$ cat src/rtl/cordic_rotator.sv
// Iterative CORDIC rotator: rotates (KINIT, 0) by the angle encoded in dir,
// one shift-add micro-rotation per clock, yielding cos/sin in signed fixed point.
module cordic_rotator #(
    parameter int W     = 16,
    parameter int N     = 6,
    parameter int KINIT = 4975
) (
    input  logic                CLK,
    input  logic                RST,
    input  logic                start,
    input  logic [N-1:0]        dir,
    output logic                busy,
    output logic                done,
    output logic signed [W-1:0] x_out,
    output logic signed [W-1:0] y_out
);

    localparam int IW = (N > 1) ? $clog2(N) : 1;
    localparam logic [IW-1:0] LAST_ITER = IW'(N - 1);
    localparam logic signed [W-1:0] X_INIT = W'(KINIT);

    typedef enum logic [1:0] {
        IDLE,
        ROT,
        DONE
    } state_t;

    state_t              stateReg, stateNext;
    logic [N-1:0]        dirReg;
    logic [IW-1:0]       iReg;
    logic signed [W-1:0] xReg, yReg;
    logic signed [W-1:0] xShift, yShift, xStep, yStep;
    logic                load, lastIter;

    assign lastIter = (iReg == LAST_ITER);

    always_ff @(posedge CLK or negedge RST) begin
        if (!RST) begin
            stateReg <= IDLE;
        end else begin
            stateReg <= stateNext;
        end
    end

    // A new request is accepted from IDLE and also from DONE, so a held
    // start gives back-to-back operations with one gap cycle each.
    always_comb begin
        stateNext = stateReg;
        load      = 1'b0;
        busy      = 1'b0;
        done      = 1'b0;
        case (stateReg)
            IDLE: begin
                if (start) begin
                    load      = 1'b1;
                    stateNext = ROT;
                end
            end
            ROT: begin
                busy = 1'b1;
                if (lastIter) begin
                    stateNext = DONE;
                end
            end
            DONE: begin
                done = 1'b1;
                if (start) begin
                    load      = 1'b1;
                    stateNext = ROT;
                end else begin
                    stateNext = IDLE;
                end
            end
            default: begin
                stateNext = IDLE;
            end
        endcase
    end

    // Arithmetic shifts floor toward -inf; sums wrap modulo 2^W.
    always_comb begin
        xShift = xReg >>> iReg;
        yShift = yReg >>> iReg;
        if (dirReg[iReg]) begin
            xStep = xReg - yShift;
            yStep = yReg + xShift;
        end else begin
            xStep = xReg + yShift;
            yStep = yReg - xShift;
        end
    end

    always_ff @(posedge CLK or negedge RST) begin
        if (!RST) begin
            dirReg <= '0;
            iReg   <= '0;
            xReg   <= '0;
            yReg   <= '0;
            x_out  <= '0;
            y_out  <= '0;
        end else if (load) begin
            dirReg <= dir;
            iReg   <= '0;
            xReg   <= X_INIT;
            yReg   <= '0;
        end else if (stateReg == ROT) begin
            xReg <= xStep;
            yReg <= yStep;
            iReg <= iReg + 1'b1;
            if (lastIter) begin
                x_out <= xStep;
                y_out <= yStep;
            end
        end
    end

endmodule

$ cat config.mk
export PLATFORM = sky130hd
export DESIGN_NAME = cordic_rotator
export DESIGN_NICKNAME = d
export VERILOG_FILES = /design/src/rtl/cordic_rotator.sv
export SDC_FILE = /design/constraint.sdc
export NUM_CORES = 1
export LEC_CHECK = 0
export CORE_MARGIN = 2
export CORE_UTILIZATION = 35
export CTS_CLUSTER_SIZE = 40
export DETAILED_ROUTE_END_ITERATION = 10
export PLACE_DENSITY = 0.53
export SLEW_MARGIN = 25
export SYNTH_ARGS = -nofsm -noshare
export SYNTH_HDL_FRONTEND = slang
export SYNTH_SLANG_ARGS = --single-unit
$ cat constraint.sdc
create_clock -name CLK -period 5.75 [get_ports CLK]
set_input_delay 1.15 -clock CLK [delete_from_list [all_inputs] [get_ports CLK]]
set_output_delay 1.15 -clock CLK [all_outputs]
set_load 0.01 [all_outputs]
### Word level (Yosys, flattened, before mapping)

Cells that the tools add are included.

| word-level totals | value |
|---|---|
| output and inout bits | 34 |
| latch bits | 0 |
| bits in read-only memories | 0 |
| word-level logic and storage cells | 44 |
| memories | 0 |
| flip-flop bits (word level) | 75 |
| bits in writable memories | 0 |

| cells by class | value |
|---|---|
| divide/modulo/power cells | 0 |
| multiply operators | 0 |
| equal/unequal tests | 5 |
| bitwise logic cells | 1 |
| mux-type cells | 18 |
| order comparisons | 1 |
| shifts and indexed selects | 2 |
| add/sub/neg operators | 5 |
| reductions and logical operators | 5 |

Operators by type and width:

| operator | count |
|---|---|
| two-way mux 16 bit | 6 |
| adder 16 bit | 2 |
| >>> shifter 16 x 3 -> 16 bit | 2 |
| subtractor 16 bit | 2 |
| two-way mux 1 bit | 6 |
| two-way mux 3 bit | 2 |
| case mux 2 bit (3 select lines) | 1 |
| less-than comparator 3 x 4 -> 1 bit (second input constant) | 1 |
| two-way mux 2 bit | 2 |
| inequality test 2 bit (second input constant) | 2 |
| adder 3 x 1 -> 3 bit (second input constant) | 1 |
| binary-select mux 1 bit (select 3 bit) | 1 |
| == test 3 bit (second input constant) | 1 |
| AND reduction 3 bit | 1 |
| == test 2 x 1 -> 1 bit (second input constant) | 1 |
| == test 2 bit (second input constant) | 1 |
| logical NOT 2 bit | 1 |
| AND reduction 2 bit | 1 |
| nonzero test 2 bit | 1 |
| OR reduction 2 bit | 1 |
| NOT 1 bit | 1 |

### Longest topological paths before layout

| depth | value |
|---|---|
| depth after elaboration | 5 |
| depth in mapped cells | 21 |
| mapped depth without buffers | 18 |

### Least setup slack after synthesis

OpenSTA, ideal clock, no wires.

| timing | value |
|---|---|
| path kind | reg-to-reg |
| start | register iReg[2] |
| end | register yReg[14] |
| slack | 1.293 ns |
| buffers on the path | 3 |
| arrival | 4.316 ns |
| library setup time | 0.141 ns |
| cell stages (with the launch flop) | 20 |
| cell sequence | dfrtp_1 buf_2 buf_1 buf_1 mux2_2 o21ai_0 nor2_1 a21oi_1 ha_1 nor2_1 a21oi_1 fa_1 a21o_1 a21oi_1 o211ai_1 a311oi_1 o21ai_0 a31oi_1 xor2_1 o22ai_1 |

| between the ends | value |
|---|---|
| cells in the longest elaborated chain, start to end | 5 |
| elaborated cells between the ends (all ways) | 8 |
| those cells by class | add/sub: 2; shift: 1; mux: 5 |

RTL lines:

| what | line | source |
|---|---|---|
| from (decl) | 30 | `logic [IW-1:0] iReg;` |
| from (signal assigned) | 109 | `iReg <= iReg + 1'b1;` |
| >>> shifter 16 x 3 -> 16 bit or binary-select mux 1 bit (select 3 bit) (tied branches) | 82, 84 |  |
| subtractor 16 bit, or another cell as far along | 89 | `yStep = yReg - xShift;` |
| two-way mux 16 bit * | 84 | `if (dirReg[iReg]) begin` |
| two-way mux 16 bit * | 106 | `end else if (stateReg == ROT) begin` |
| two-way mux 16 bit * | 101 | `end else if (load) begin` |
| to (signal assigned) | 108 | `yReg <= yStep;` |
| to (decl) | 31 | `logic signed [W-1:0] xReg, yReg;` |

Mark *: on every way between the ends. The rest lies on a longest branch, timed or not. The select of a mux whose other input is x is not followed.
A chain may end at the register's enable or synchronous reset.

### Final worst setup path

| timing | value |
|---|---|
| start | register iReg[1] |
| end | register yReg[14] |

Same word-level chain as after synthesis.

==> out/summary.txt <==
Skew final = 0.00723 ns
Yosys cell types = 64
Register area = 0.00188 mm²
EDFF count, synth = 0
Syn-to-layout area delta = 15.3%
Setup WS pre-CTS = 0.990 ns
Crit. path cell count = 17
Worst reg2reg path depth = 17
Critical path origin = iReg[1]$_DFFE_PN0P_
Drt wl/cell = 17.7 µm
First-pass GRT wire length = 27.5 mm
Clk buf depth = 2
Via count = 5186
Area leader, netlist = dfrtp_1
Least-Margin Pin Slew = 0.952 ns
Setup Fix Bufs, Post-CTS = 0
Antenna violations before repair = 0
Die area = 0.0187 mm²
Final TNS setup = 0 ns
Top FF cell, synth = dfrtp_1
Post-Syn Area = 0.00617 mm²
Post-CTS Hold Buffers = 0
Critical Path Max Stage Delay = 0.82 ns
Post-DR vias/cell = 5.48
Seq/Total Area, Yosys = 30.4%
First-pass DRT Iterations = 5
Fin nets = 765
Hold_sp = y_out[5]$_DFFE_PN0P_
Die height = 137 µm
Fillcell total = 1726
Most used cell, CP = a21oi_1
Footprint of the multi-input gates = 0.00403 mm²
Ys Warns = 0
Fin. Hold Viols = 0
Worst-path clk slew = 0.06 ns
DP HPWL = 12.2 mm
Ys async rst share = 100%
Final Setup Violations = 0
Die Span X = 137 µm
CP startpoint kind = flip-flop
Min-Delay Path Depth = 2
Routed Antenna Nets = 0
TritonCTS clock tree = yes
Remaining Overflow, GRT = 0
Worst Path Buf+Inv = 0
Highest-delay cell along the critical path = dfrtp_2
Syn_nets = 740
Status = finished clean
Rows = 48
# diodes = 0
CP Class = flip-flop to flip-flop
Final worst slack = 0.857 ns
Worst Setup End Kind = flip-flop
CP delay by family, top = compound AO/OA/AOI/OAI gates
Max-slew violations = 0
Core ar. = 0.0173 mm²
Worst rel slew slack = 36.5%
Worst EP required = 5.96 ns
H-tree Lvls = 3
Root cell of the clock tree = clkbuf_16
Reg2reg start = iReg[1]$_DFFE_PN0P_
Number of buffers added on ports = 42
CP Cell Sequence = mux2_2 -> or2_1 -> and2_1 -> nand2_1 -> o21a_1 -> ha_1 -> nor2_1 -> a21oi_1 -> fa_1 -> a21o_1 -> a21oi_1 -> o211ai_1 -> a311oi_1 -> o21ai_0 -> a31oi_1 -> xor2_1 -> o22ai_1
IO Count = 43
Tmin final = 4.89 ns
Main area contributors after synthesis = dfrtp_1 (30%), ha_1 (7.5%), mux2i_1 (7.1%), o21ai_0 (5.0%), nand2_1 (4.6%)
Final worst path period share = 85.1%
RSZ-0062 raised after global routing = no
Hold WC Path Type = flip-flop to flip-flop
Avg Inst Size Synth = 8.92 µm²
CP arrival = 5.10 ns
CTS Sinks = 75
Initial cell density of the core = 35.7%
Layout cells sized above 1 = 10.7%
DR DRC count = 0
Number of global-route vias before repair = 5205
Fmax = 204 MHz
Max cap viols = 0
Crit Path Max Fanout = 32
Top cell type's share of synthesized area = 30.4%
Clock buffer count from CTS = 9
Post-cts sizing count = 0
Commonest cells post-synth = dfrtp_1 (75), nand2_1 (75), o21ai_0 (62)
Final RePlAce weighted congestion = 0.890
Yosys reg bits = 75
Total GRT Usage = 19.1%
Post-synthesis cell count = 692
1st-iter DRT viols = 352
Clk_lat worst skew = 0.35 ns
Largest net degree at the start of global routing = 76
Overall routed net length = 16.8 mm
[routing by layer]
| layer | track usage (%) | routed length (µm) |
|---|---|---|
| met1 | 25.0 | 7770 |
| met2 | 31.8 | 8130 |
| met3 | 3.63 | 596 |
| met4 | 6.07 | 299 |
| met5 | 0 | 0 |
[stage by stage]
step	util, %	cell area [µm²]	std cells	hold WS [ns]
floorplan	-	6170	692	0.475
global placement	39.1	6760	931	0.463
detailed placement	39.1	6770	931	0.469
CTS	41.1	7110	947	0.482
global route	41.1	7120	947	0.495
finish	41.1	7120	947	0.474
[sequential cells by signal (all words and copies together), names as in the netlist]
register	flops
y_out	16
dirReg	6
xReg	16
yReg	16
iReg	3
stateReg	2
x_out	16
[final timing paths]
path	endpoint	slack (ns)
max	yReg[14]$_DFFE_PN0P_	0.86
min	y_out[5]$_DFFE_PN0P_	0.47
max reg2reg	yReg[14]$_DFFE_PN0P_	0.86
min reg2reg	y_out[5]$_DFFE_PN0P_	0.47
max in group asynchronous	x_out[12]$_DFFE_PN0P_	4.41
min in group asynchronous	xReg[10]$_DFFE_PN0P_	0.82
[cell usage in the layout (no fill, tap or decap), drive strengths merged, types with 23 or more instances in the layout]
| master | netlist | layout |
|---|---|---|
| xor2 | 24 | 24 |
| dfrtp | 75 | 75 |
| ha | 37 | 37 |
| nand2 | 77 | 77 |
| xnor2 | 30 | 30 |
| inv | 24 | 24 |
| clkdlybuf4s50 | 0 | 41 |
| nor2 | 48 | 48 |
| o21ai | 68 | 68 |
| a21oi | 48 | 48 |
| mux2 | 23 | 23 |
| mux2i | 45 | 45 |
[layout make-up]
type / count / share of cell area (%)
tap: 225 / 3.96
clock buffer: 13 / 3.94
sequential: 75 / 26.4
timing repair buffer: 50 / 6.77
clock inverter: 3 / 0.949
inverter: 26 / 1.37
multi-input combinational: 555 / 56.6
[logic make-up (layout without fill, tap and decap cells)]
logic type	count (synthesis)	count (layout)	share of synthesized area, %
buffers and inverters	62	92	4.44
AOI/OAI and AO/OA	208	208	21.5
DFF	75	75	30.4
adders and majority gates	39	39	8.15
xor gates and xnor gates	54	54	7.66
and+or+nand+nor	178	178	13.1
muxes	76	76	14.7
[tightest hold or removal path: cells and delay by family (launching register included)]
| family | cells | cell delay [ns] |
|---|---|---|
| flip-flops | 1 | 0.34 |
| AO/OA/AOI/OAI | 1 | 0.05 |
| AND/OR/NAND/NOR | 1 | 0.04 |
Power is left out: the tool's default activity adds up to more than one toggle a clock period on the data nets, which glitch-free logic cannot reach.
